--- config.mk ---
export PLATFORM = sky130hd
export DESIGN_NAME = fencei_controller
export DESIGN_NICKNAME = d
export VERILOG_FILES = /design/src/rtl/fencei_controller.sv
export SDC_FILE = /design/constraint.sdc
export NUM_CORES = 1
export LEC_CHECK = 0
export BUFFER_PORTS_ARGS = -buffer_cell sky130_fd_sc_hd__buf_2
export CAP_MARGIN = 25
export CORE_AREA = 2 2 83 85
export DETAILED_ROUTE_END_ITERATION = 16
export DIE_AREA = 0 0 85 87
export HOLD_SLACK_MARGIN = 0.05
export PLACE_DENSITY = 0.75
export SLEW_MARGIN = 15
export SYNTH_ARGS = -nofsm -noshare
export SYNTH_HDL_FRONTEND = slang
export SYNTH_SLANG_ARGS = --single-unit
--- constraint.sdc ---
create_clock -name clk -period 3.1 [get_ports clk]
set_input_delay 0.93 -clock clk [delete_from_list [all_inputs] [get_ports clk]]
set_output_delay 0.93 -clock clk [all_outputs]
set_load 0.02 [all_outputs]
--- src/rtl/fencei_controller.sv ---
// FENCE.I sequencer: holds the front end, drains stores, optionally writes back the D-cache,
// invalidates the I-cache and redirects fetch to the instruction after the FENCE.I.
module fencei_controller #(
    parameter int XLEN           = 32,
    parameter bit HAS_DCACHE     = 1'b1,
    parameter int TIMEOUT_CYCLES = 1024
) (
    input  logic            clk,
    input  logic            reset,
    input  logic            fencei_valid,
    input  logic [XLEN-1:0] fencei_pc,
    input  logic            kill,
    input  logic            sb_empty,
    output logic            dc_flush_req,
    input  logic            dc_flush_ack,
    output logic            ic_inv_req,
    input  logic            ic_inv_done,
    output logic            stall,
    output logic            redirect_valid,
    output logic [XLEN-1:0] redirect_pc,
    output logic            busy,
    output logic            timeout_err
);

    localparam int            TW   = $clog2(TIMEOUT_CYCLES);
    localparam logic [TW-1:0] TMAX = TW'(TIMEOUT_CYCLES - 1);

    typedef enum logic [2:0] {
        S_IDLE      = 3'd0,
        S_DRAIN     = 3'd1,
        S_DFLUSH    = 3'd2,
        S_IINV_REQ  = 3'd3,
        S_IINV_WAIT = 3'd4,
        S_REDIRECT  = 3'd5
    } state_e;

    state_e          state_q, state_d;
    logic [XLEN-1:0] pc_q, pc_d;
    logic [TW-1:0]   timer_q, timer_d;
    logic            killed_q, killed_d;
    logic            done_seen_q, done_seen_d;
    logic            timer_hit_s;
    logic            timeout_s;
    logic            counting_s;

    // State, captured PC, wait timer and sticky kill/done flags
    always_ff @(posedge clk or posedge reset) begin
        if (reset) begin
            state_q     <= S_IDLE;
            pc_q        <= '0;
            timer_q     <= '0;
            killed_q    <= 1'b0;
            done_seen_q <= 1'b0;
        end else begin
            state_q     <= state_d;
            pc_q        <= pc_d;
            timer_q     <= timer_d;
            killed_q    <= killed_d;
            done_seen_q <= done_seen_d;
        end
    end

    // Next-state logic; a kill after DRAIN only suppresses the final redirect
    always_comb begin
        state_d     = state_q;
        pc_d        = pc_q;
        killed_d    = killed_q;
        done_seen_d = done_seen_q;
        timeout_s   = 1'b0;
        timer_hit_s = (timer_q == TMAX);
        case (state_q)
            S_IDLE: begin
                if (fencei_valid && !kill) begin
                    state_d     = S_DRAIN;
                    pc_d        = fencei_pc;
                    killed_d    = 1'b0;
                    done_seen_d = 1'b0;
                end else begin
                    state_d = S_IDLE;
                end
            end
            S_DRAIN: begin
                if (kill) begin
                    state_d = S_IDLE;
                end else if (sb_empty || timer_hit_s) begin
                    timeout_s = !sb_empty;
                    state_d   = HAS_DCACHE ? S_DFLUSH : S_IINV_REQ;
                end else begin
                    state_d = S_DRAIN;
                end
            end
            S_DFLUSH: begin
                killed_d = killed_q | kill;
                if (dc_flush_ack || timer_hit_s) begin
                    timeout_s = !dc_flush_ack;
                    state_d   = S_IINV_REQ;
                end else begin
                    state_d = S_DFLUSH;
                end
            end
            S_IINV_REQ: begin
                killed_d    = killed_q | kill;
                done_seen_d = ic_inv_done;
                state_d     = S_IINV_WAIT;
            end
            S_IINV_WAIT: begin
                killed_d = killed_q | kill;
                if (ic_inv_done || done_seen_q || timer_hit_s) begin
                    timeout_s = !(ic_inv_done || done_seen_q);
                    state_d   = (killed_q || kill) ? S_IDLE : S_REDIRECT;
                end else begin
                    state_d = S_IINV_WAIT;
                end
            end
            S_REDIRECT: state_d = S_IDLE;
            default:    state_d = S_IDLE;
        endcase
    end

    // Wait timer: restarts on every state change and saturates at the limit
    always_comb begin
        counting_s = (state_q == S_DRAIN) || (state_q == S_DFLUSH) || (state_q == S_IINV_WAIT);
        if (state_d != state_q) begin
            timer_d = '0;
        end else if (counting_s && !timer_hit_s) begin
            timer_d = timer_q + TW'(1);
        end else begin
            timer_d = timer_q;
        end
    end

    // Outputs decoded from the state register; stall also covers the accept cycle
    always_comb begin
        busy           = (state_q != S_IDLE);
        stall          = busy | (fencei_valid & ~kill);
        dc_flush_req   = (state_q == S_DFLUSH);
        ic_inv_req     = (state_q == S_IINV_REQ);
        redirect_valid = (state_q == S_REDIRECT) & ~kill;
        redirect_pc    = redirect_valid ? (pc_q + XLEN'(4)) : '0;
        timeout_err    = timeout_s;
    end

endmodule

==> summary.md, run 1 <==
| Metric | Value |
|---|---|
| Clock Sinks | between 40 and 50 |
| Final setup violating endpoints | 2 |
| Failing checks | negative setup slack |
| Setup WS post-layout | -0.274 ns |
| Vias in the first global route | 2495 |
| Yosys reg bits | 47 |
| Leak Pwr | 1.83 nW |
| Pwr Density | 782 nW/µm² |
| Critical path endpoint category | output port |
| Syn Nets | 340 |
| Maximum VDD drop | 0.000500 V |
| Most common cell after layout, fill and taps aside | buf_2 |
| Routed Antenna Nets | 0 |
| Commonest non-fill, non-tap cells in the layout | buf_2 (72), dfrtp_1 (47), nor2_1 (43) |
| Switching Power | between 1 and 1.5 mW |
| Detailed placement HPWL | roughly 5 mm |
| Met3 usage | 0.0313 |
| Final net count | ~440 |
| Row count | 30 |
| M1 GR Usage | 0.255 |
| GRT overflow | 0 |
| Max Root-Sink Buffers | 2 |
| Critical Path Start Type | input pin |
| Slew Viols, Final | 0 |
| M2 GR Usage | 0.329 |
| Die Span Y | approximately 87 µm |
| Layout area overhead | 26.2% |
| Register share of total power | 0.391 |
| Clock power frac | 0.157 |
| HP Class | register to register |
| Vias | 2599 |
| Inserted Clock Buffers | 5 |
| WL per Instance | 14.9 µm |
| Slew margin rel. | 0.589 |
| GRT Max-Usage Layer | met2 |
| Clock Skews | 0.00874 ns |
| Final Non-Filler Cells | 477 |
| Drt drc | 0 |
| Clock latency on the worst-skew pair | 0.31 ns |
| Synth warnings | 0 |
| Hold path depth | 1 |
| Dpl cells | 462 |
| Max cap viols | 0 |
| Placeable Area | 6570 µm² |
| CP required | 2.17 ns |
| Die ar. | roughly 7400 µm² |
| Final period util | 1.09 |
| Fmax achieved | 296 MHz |
| Post-synth EDFFs | 0 |
| Die X | 85 µm |
| Slew @ Worst Pin | 0.617 ns |
| Antenna cells | 0 |
| GPL Wtd Cong | 0.895 |
| Clock transition at path regs | 0.09 ns |
| Fin. Hold Viols | 0 |
| Global Route Usage Sum | 0.195 |
| CTS tree | done |
| DRC marker count from the first detailed-route iteration | 87 |
| Share of cells above drive strength 1 | 0.416 |
| Count of different cell masters after synthesis | 44 |
| H-tree levels | 2 |
| Hold Slack | roughly 0.51 ns |
| Mapped Area | 3070 µm² |
| Worst r2r path cells | 6 |
| Root Driver | clkbuf_8 |
| Starting Density | 0.468 |
| Post-Syn Instances | roughly 300 |
| Crit path time final | approximately 3.4 ns |
| Internal Pwr Total | 1.91 mW |
| Net Sw Frac | 0.368 |
| RSZ-0062 raised after global routing | true |
| Status | finished with violations |
| # port buffers | 76 |
| Async set-or-reset flop fraction in the synthesized netlist | 1.00 |
| Largest net degree at the start of global routing | 35 |
| Post-Syn Area per Cell | about 10 µm² |
| Predominant post-synthesis flop cell | dfrtp_1 |
| Drt pass-1 iters | 4 |
| First-pass GRT wire length | between 10 and 15 mm |
| Type of the worst setup path | input pin to output port |
| Comb pwr share | 0.453 |
| Via density | 5.45 |
| Worst-path fanout max | 2 |
| Initial antenna violation count | 0 |
| Num ports | 77 |
| Seq/Total Area, Yosys | 0.383 |
| DRT Wirelength | approximately 7 mm |
| Critical Path AT | between 2 and 2.5 ns |
## area by class of cell
type,count,area (µm²)
sequential,47,1180
inverter,6,22.5
clock inverter,2,35.0
timing repair buffer,103,617
fill,562,2690
tap,80,100
multi-input combinational,233,1840
clock buffer,6,82.6
## power groups by stage
| stage | logic, mW | registers (mW) | clock network [mW] |
|---|---|---|---|
| 3_5_place_dp | 1.27 | 1.18 | 0 |
| 3_3_place_gp | 1.25 | 1.17 | 0 |
| 2_1_floorplan | 1.05 | 1.10 | 0 |
| 4_1_cts | 1.32 | 1.16 | 0.483 |
| 5_1_grt | 1.50 | 1.23 | 0.510 |
| 6_report | 1.37 | 1.18 | 0.476 |
## cells by family (layout without fill, tap and decap cells)
kind of cell / after synthesis / in the layout / share of synthesized area
muxes: 35 / 35 / 0.161
DFF: 47 / 47 / 0.383
xor gates and xnor gates: 36 / 36 / 0.103
adders and majority gates: 2 / 2 / 0.00815
and+or+nand+nor: 141 / 141 / 0.255
AOI/OAI and AO/OA: 19 / 19 / 0.0477
buffers and inverters: 19 / 117 / 0.0428
## Yosys cell counts, types with 5 or more instances
library cell | instances | share of area
nor4_1 | 7 | 0.014
nand2_1 | 19 | 0.023
xnor2_1 | 21 | 0.060
nand3_1 | 17 | 0.028
nor2_1 | 43 | 0.053
inv_1 | 6 | 0.0073
and2_1 | 5 | 0.010
nand4_1 | 8 | 0.016
mux2_4 | 28 | 0.14
nor3_1 | 9 | 0.015
dfrtp_1 | 47 | 0.38
xor2_1 | 15 | 0.043
nor3b_1 | 13 | 0.032
buf_6 | 8 | 0.029
## state kept, by name (all words and copies together) (netlist names)
| register | cells |
|---|---|
| pc_q | 32 |
| timer_q | 10 |
| state_q | 3 |
| done_seen_q | 1 |
| killed_q | 1 |
## critical path, cell delays in order
cell	delay, ns
buf_6	0.09
or4b_4	0.48
or2_4	0.25
o32a_2	0.18
or3b_4	0.38
buf_6	0.14
## path summary, 6_finish.rpt
check / start / end / slack (ns)
hold / removal: pc_q[1]$_DFFE_PP0P_ / pc_q[1]$_DFFE_PP0P_ / 0.51
setup / recovery: kill / stall / -0.27
max in group asynchronous: reset / pc_q[12]$_DFFE_PP0P_ / 1.89
min in group asynchronous: reset / timer_q[3]$_DFFE_PP0P_ / 0.64
setup reg to reg: state_q[0]$_DFF_PP0_ / timer_q[5]$_DFFE_PP0P_ / 0.92
hold reg to reg: pc_q[1]$_DFFE_PP0P_ / pc_q[1]$_DFFE_PP0P_ / 0.51
## per-stage QoR
stage	cell area [µm²]	util	worst slack (ns)	power, mW	setup TNS, ns
2_1_floorplan	3070	-	-0.0945	2.14	-0.0945
3_3_place_gp	3610	0.549	-0.289	2.42	-0.316
3_5_place_dp	3610	0.549	-0.308	2.45	-0.354
4_1_cts	3750	0.571	-0.297	2.96	-0.355
5_1_grt	3880	0.590	-0.291	3.24	-0.464
6_report	3880	0.590	-0.274	3.03	-0.424
## repair_timing
action,in CTS,in global routing
endpoints found under the setup margin,5,6
setup buffers,2,5
cloned,0,0
hold buffers,0,0
resized for setup,4,15
pin swaps,4,7
## per-layer routing
metal | vias to the layer above | part of all wire
li1 | 1256 | -
met1 | 1259 | 0.45
met3 | 12 | 0.040
met2 | 72 | 0.49
met4 | 0 | 0.016
met5 | - | 0
Note: power is estimated with default switching activity, not from simulation.
==> run 2, diff against run 1 <==
Settings changed: GPL_TIMING_DRIVEN set to 0.
==> summary.md, run 2 (same netlist as run 1, synthesis figures left out) <==
| Metric | Value |
|---|---|
| Status | finished with violations |
| Failing checks | negative setup slack |
| Drt pass-1 iters | 4 (unchanged) |
| Type of the worst setup path | input pin to output port |
| CP Cell Sequence | buf_8 > or4b_4 > or2_4 > o32a_2 > or3b_4 > buf_4 |
| Placeable Area | 6570 µm² (unchanged) |
| Worst-path fanout max | 3 (+1) |
| Via density | 5.39 (-1.1%) |
| Crit path max-delay family | simple AND/OR/NAND/NOR gates |
| Share of cells above drive strength 1 | 0.414 (-0.00191) |
| Most common cell after layout, fill and taps aside | buf_2 |
| GPL Wtd Cong | 0.827 (-7.7%) |
| WL per Instance | 14.8 µm (-0.47%) |
| R2R Setup Slk | 0.98 ns (+0.06 ns) |
| Final net count | 434 (-0.69%) |
| First-pass GRT wire length | 11.5 mm (-1.8%) |
| Worst Path Buf+Inv | 2 (unchanged) |
| Slew Viols, Final | 0 (unchanged) |
| Setup WS post-layout | -0.345 ns (-0.0713 ns) |
| Antenna cells | 0 (unchanged) |
| Biggest regs | pc_q x32, timer_q x10, state_q x3 |
| Fin. Hold Viols | 0 (unchanged) |
| Commonest non-fill, non-tap cells in the layout | buf_2 (67), dfrtp_1 (44), nor2_1 (41) |
| Final setup violating endpoints | 2 (unchanged) |
| DRC marker count from the first detailed-route iteration | 107 (+23%) |
| Global Route Usage Sum | 0.190 (-0.00532) |
| H-tree levels | 2 (unchanged) |
| Die X | 85 µm (unchanged) |
| Starting Density | 0.468 (unchanged) |
| GRT overflow | 0 (unchanged) |
| Routed Antenna Nets | 0 (unchanged) |
| Maximum VDD drop | 0.000387 V (-23%) |
| Slew @ Worst Pin | 0.554 ns (-0.0628 ns) |
| Pwr Density | 752 nW/µm² (-3.8%) |
| Critical Path AT | 2.52 ns (+0.08 ns) |
| Crit-path max cell delay | 0.49 ns (about the same) |
| Row count | 30 (unchanged) |
| Reg-to-reg startpoint | state_q[1]$_DFF_PP0_ |
| CTS tree | done |
| Root Driver | clkbuf_8 |
| Fillers | 573 (+2.0%) |
| DRT Wirelength | 7.03 mm (-1.1%) |
| Vias in the first global route | 2422 (-2.9%) |
| Leak Pwr | 1.81 nW (-1.2%) |
| Hold path endpoint | pc_q[0]$_DFFE_PP0P_ |
| Hold path depth | 1 (unchanged) |
| Dpl cells | 456 (-1.3%) |
| Clock Skews | 0.0156 ns (+0.00686 ns) |
| RSZ-0062 raised after global routing | true |
| Post-CTS Hold Fix Bufs | 0 (unchanged) |
| Detailed placement HPWL | 5.08 mm (-0.77%) |
| CP required | 2.17 ns (about the same) |
| Max Root-Sink Buffers | 2 (unchanged) |
| Max FFs per register | 32 (unchanged) |
| Num ports | 77 (unchanged) |
| Hold path start | pc_q[0]$_DFFE_PP0P_ |
| # port buffers | 76 (unchanged) |
| Final period util | 1.11 (+0.0230) |
| Pwr Total | 2.92 mW (-3.5%) |
| Critical path endpoint category | output port |
| Clock transition at path regs | 0.08 ns (about the same) |
| Fmax achieved | 290 MHz (-2.1%) |
| Final Non-Filler Cells | 474 (-0.63%) |
| Inserted Clock Buffers | 5 (unchanged) |
| Initial antenna violation count | 0 (unchanged) |
| HP Class | register to register |
| Largest net degree at the start of global routing | 37 (+5.7%) |
| Clock Sinks | 47 (unchanged) |
| Die Span Y | 87 µm (unchanged) |
| Worst r2r path cells | 6 (unchanged) |
| Slowest cell on the critical path | or4b_4 |
| Layout area overhead | 26.5% |
| Vias | 2554 (-1.7%) |
| Register with the most flip-flops | pc_q |
| Final Core Density | 0.592 (+0.00152) |
| Die ar. | 7400 µm² (unchanged) |
| RR Endpoint | timer_q[5]$_DFFE_PP0P_ |
| Drt drc | 0 (unchanged) |
| Clock latency on the worst-skew pair | 0.31 ns (about the same) |
| Crit path time final | 3.45 ns (+0.0713 ns) |
| Slew margin rel. | 0.627 (+0.0379) |
| Max cap viols | 0 (unchanged) |
| Critical Path Start Type | input pin |
-- run 2: worst reg2reg max path, cell delays in order (launching register included) --
cell       delay [ns]
dfrtp_1          0.43
buf_6            0.16
o21ai_0          0.28
o2111ai_1        0.30
or4b_2           0.67
o211ai_1         0.11
nor2_1           0.05
-- run 2: per-stage QoR --
step	setup slack, ns	area (µm²)	setup TNS [ns]	hold slack (ns)
2_1_floorplan	-0.0945	3070	-0.0945	0.473
3_3_place_gp	-0.415	3550	-2.76	0.487
3_5_place_dp	-0.417	3570	-2.81	0.490
4_1_cts	-0.343	3790	-0.598	0.513
5_1_grt	-0.369	3890	-0.688	0.540
6_report	-0.345	3890	-0.609	0.509
-- run 2: routing by layer --
metal / vias up / part of all wire / GRT usage
met5: - / 0 / 0
met4: 0 / 0.0084 / 0.0433
met3: 6 / 0.045 / 0.0313
met2: 66 / 0.50 / 0.329
met1: 1235 / 0.45 / 0.249
li1: 1247 / - / -
-- run 2: final cells by class --
class                   count  area, µm²  area share
clock buffers               6       82.6      0.0212
multi-input cells         233       1850       0.476
well taps                  80        100      0.0258
flip-flops and latches     47       1180       0.304
clock inverters             2       16.3     0.00419
inverters                   6       22.5     0.00580
plain buffers              13        123      0.0316
repair buffers             87        513       0.132
-- run 2: where the power goes --
part	internal, mW	total, mW	switching [mW]
clock	0.182	0.397	0.215
sequential	0.866	1.19	0.323
combinational	0.763	1.34	0.574
total	1.81	2.92	1.11
-- run 2: what timing repair did --
item,4_1_cts,5_1_grt
cloned,0,0
endpoints found under the setup margin,16,14
buffers inserted,6,6
pin swaps,2,2
resized for setup,15,23
-- run 2: how the worst max path moves through the flow --
| stage | from | to | cells after the start | slack [ns] |
|---|---|---|---|---|
| 2_1_floorplan | kill | stall | 4 | -0.09 |
| 3_3_place_gp | kill | stall | 6 | -0.41 |
| 3_5_place_dp | kill | stall | 6 | -0.42 |
| 4_1_cts | kill | stall | 6 | -0.34 |
| 5_1_grt | kill | stall | 6 | -0.37 |
| 6_report | kill | stall | 6 | -0.35 |
==> run 3, diff against run 2 <==
Settings changed: CORE_AREA 2 2 83 85 to 2 2 79 81, DIE_AREA 0 0 85 87 to 0 0 81 83, PLACE_DENSITY 0.75 to 0.8.
Clock period 3.1 ns to 3.75 ns, I/O delays scaled along.
==> summary.md, run 3 (same netlist as run 1, synthesis figures left out) <==
| Metric | Value |
|---|---|
| Worst-path fanout max | 3 (unchanged) |
| Total negative setup slack | -0.0831 ns (+0.526 ns) |
| Maximum VDD drop | 0.000550 V (+42%) |
| First-pass GRT wire length | 11.3 mm (-1.4%) |
| Initial antenna violation count | 0 (unchanged) |
| Worst Path Buf+Inv | 2 (unchanged) |
| Antenna cells | 0 (unchanged) |
| WL per Instance | 14.7 µm (-1.2%) |
| Clock Skews | 0.00844 ns (-0.00716 ns) |
| Final Core Density | 0.642 (+0.0502) |
| Fin. Hold Viols | 0 (unchanged) |
| Crit path time final | 3.83 ns |
| Inserted Clock Buffers | 5 (unchanged) |
| Pre-CTS setup slack | -0.169 ns (+0.247 ns) |
| Final period util | 1.02 |
| Final Non-Filler Cells | 464 (-2.1%) |
| GRT overflow | 0 (unchanged) |
| Die Span Y | 83 µm (-4.6%) |
| Hold Slack | 0.504 ns (-0.00573 ns) |
| Global Route Usage Sum | 0.209 (+0.0191) |
| CTS tree | done |
| Critical Path AT | 2.71 ns (+0.19 ns) |
| Max Root-Sink Buffers | 2 (unchanged) |
| Crit path max-delay family | simple AND/OR/NAND/NOR gates |
| RSZ-0062 raised after global routing | true |
| Die X | 81 µm (-4.7%) |
| # port buffers | 76 (unchanged) |
| Most common cell after layout, fill and taps aside | buf_2 |
| Starting Density | 0.528 (+0.0606) |
| DRT Wirelength | 6.80 mm (-3.3%) |
| Largest net degree at the start of global routing | 34 (-8.1%) |
| H-tree levels | 2 (unchanged) |
| Max cap viols | 0 (unchanged) |
| Slew @ Worst Pin | 0.569 ns (+0.0149 ns) |
| Slew Viols, Final | 0 (unchanged) |
| CP required | 2.62 ns (+0.45 ns) |
| Clock transition at path regs | 0.08 ns (about the same) |
| Num ports | 77 (unchanged) |
| Pwr Total | 2.37 mW (-19%) |
| Setup WS post-layout | -0.0831 ns (+0.262 ns) |
| Max FFs per register | 32 (unchanged) |
| Commonest non-fill, non-tap cells in the layout | buf_2 (75), dfrtp_1 (47), nor2_1 (43) |
| Clock latency on the worst-skew pair | 0.29 ns (-0.02 ns) |
| Area after DPL | 3570 µm² (-0.25%) |
| Detailed placement HPWL | 5.11 mm (+0.62%) |
| Drt drc | 0 (unchanged) |
| HP Class | register to register |
| Critical Path Start Type | input pin |
| Via density | 5.34 (-0.84%) |
| CP Cell Sequence | buf_8 > or4b_4 > or2_4 > o32a_4 > or3b_4 > buf_6 |
| Vias | 2479 (-2.9%) |
| Register with the most flip-flops | pc_q |
| Final net count | 429 (-1.2%) |
| Status | finished with violations |
| Critical path endpoint category | output port |
| Final setup violating endpoints | 1 (-1) |
| Fmax achieved | around 260 MHz |
| Type of the worst setup path | input pin to output port |
| GPL Wtd Cong | 0.867 (+4.8%) |
| Failing checks | negative setup slack |
| Crit-path max cell delay | 0.49 ns (about the same) |
| Drt pass-1 iters | 4 (unchanged) |
| Final cell area excluding filler cells | 3730 µm² (-4.0%) |
| Post-CTS Hold Fix Bufs | 0 (unchanged) |
| Vias in the first global route | 2390 (-1.3%) |
| Share of cells above drive strength 1 | 0.373 (-0.0410) |
| Slew margin rel. | 0.617 (-0.0100) |
| Routed Antenna Nets | 0 (unchanged) |
| Biggest regs | pc_q x32, timer_q x10, state_q x3 |
| Pwr Density | 634 nW/µm² (-16%) |
| Root Driver | clkbuf_8 |
| R2R Setup Slk | 1.42 ns (+0.44 ns) |
| Slowest cell on the critical path | or4b_4 |
| DRC marker count from the first detailed-route iteration | 125 (+17%) |
| Die ar. | 6720 µm² (-9.1%) |
| Row count | 28 (-6.7%) |
| Layout area overhead | 21.5% |
| Leak Pwr | 1.75 nW (-3.2%) |
| Placeable Area | 5820 µm² (-11%) |
| Clock Sinks | 47 (unchanged) |
| Dpl cells | 451 (-1.1%) |
## run 3: path summary, 6_finish.rpt
path                                               end                   start  cells past startpoint
worst max-delay path                             stall                    kill                      6
worst min-delay path               pc_q[0]$_DFFE_PP0P_     pc_q[0]$_DFFE_PP0P_                      1
worst max register to register  timer_q[8]$_DFFE_PP0P_  timer_q[0]$_DFFE_PP0P_                      9
worst min register to register     pc_q[0]$_DFFE_PP0P_     pc_q[0]$_DFFE_PP0P_                      1
max in group asynchronous         pc_q[27]$_DFFE_PP0P_                   reset                      3
min in group asynchronous          pc_q[7]$_DFFE_PP0P_                   reset                      2
## run 3: area by class of cell
class,count,area (µm²)
plain buffers,13,111
clock buffers,6,72.6
clock inverters,2,12.5
fillers,500,2080
inverters,6,22.5
multi-input cells,233,1790
flip-flops and latches,47,1180
well taps,75,93.8
repair buffers,82,454
## run 3: where the power goes
| group | switching [mW] | internal [mW] |
|---|---|---|
| Clock | 0.160 | 0.130 |
| Combinational | 0.462 | 0.640 |
| Sequential | 0.261 | 0.713 |
| Total | 0.883 | 1.48 |
## run 3: per-layer routing
layer / vias up / wire length, µm / global-route usage / share of wire
met1: 1174 / 3140 / 0.284 / 0.46
met5: - / 0 / 0 / 0
li1: 1236 / - / - / -
met4: 0 / 65 / 0.0493 / 0.0096
met3: 4 / 277 / 0.0370 / 0.041
met2: 65 / 3310 / 0.344 / 0.49
## run 3: timing repair
| item | CTS | global route |
|---|---|---|
| pin swaps | 3 | 2 |
| gates resized for setup | 8 | 4 |
| endpoints found under the setup margin | 1 | 7 |
| setup buffers | 3 | 2 |
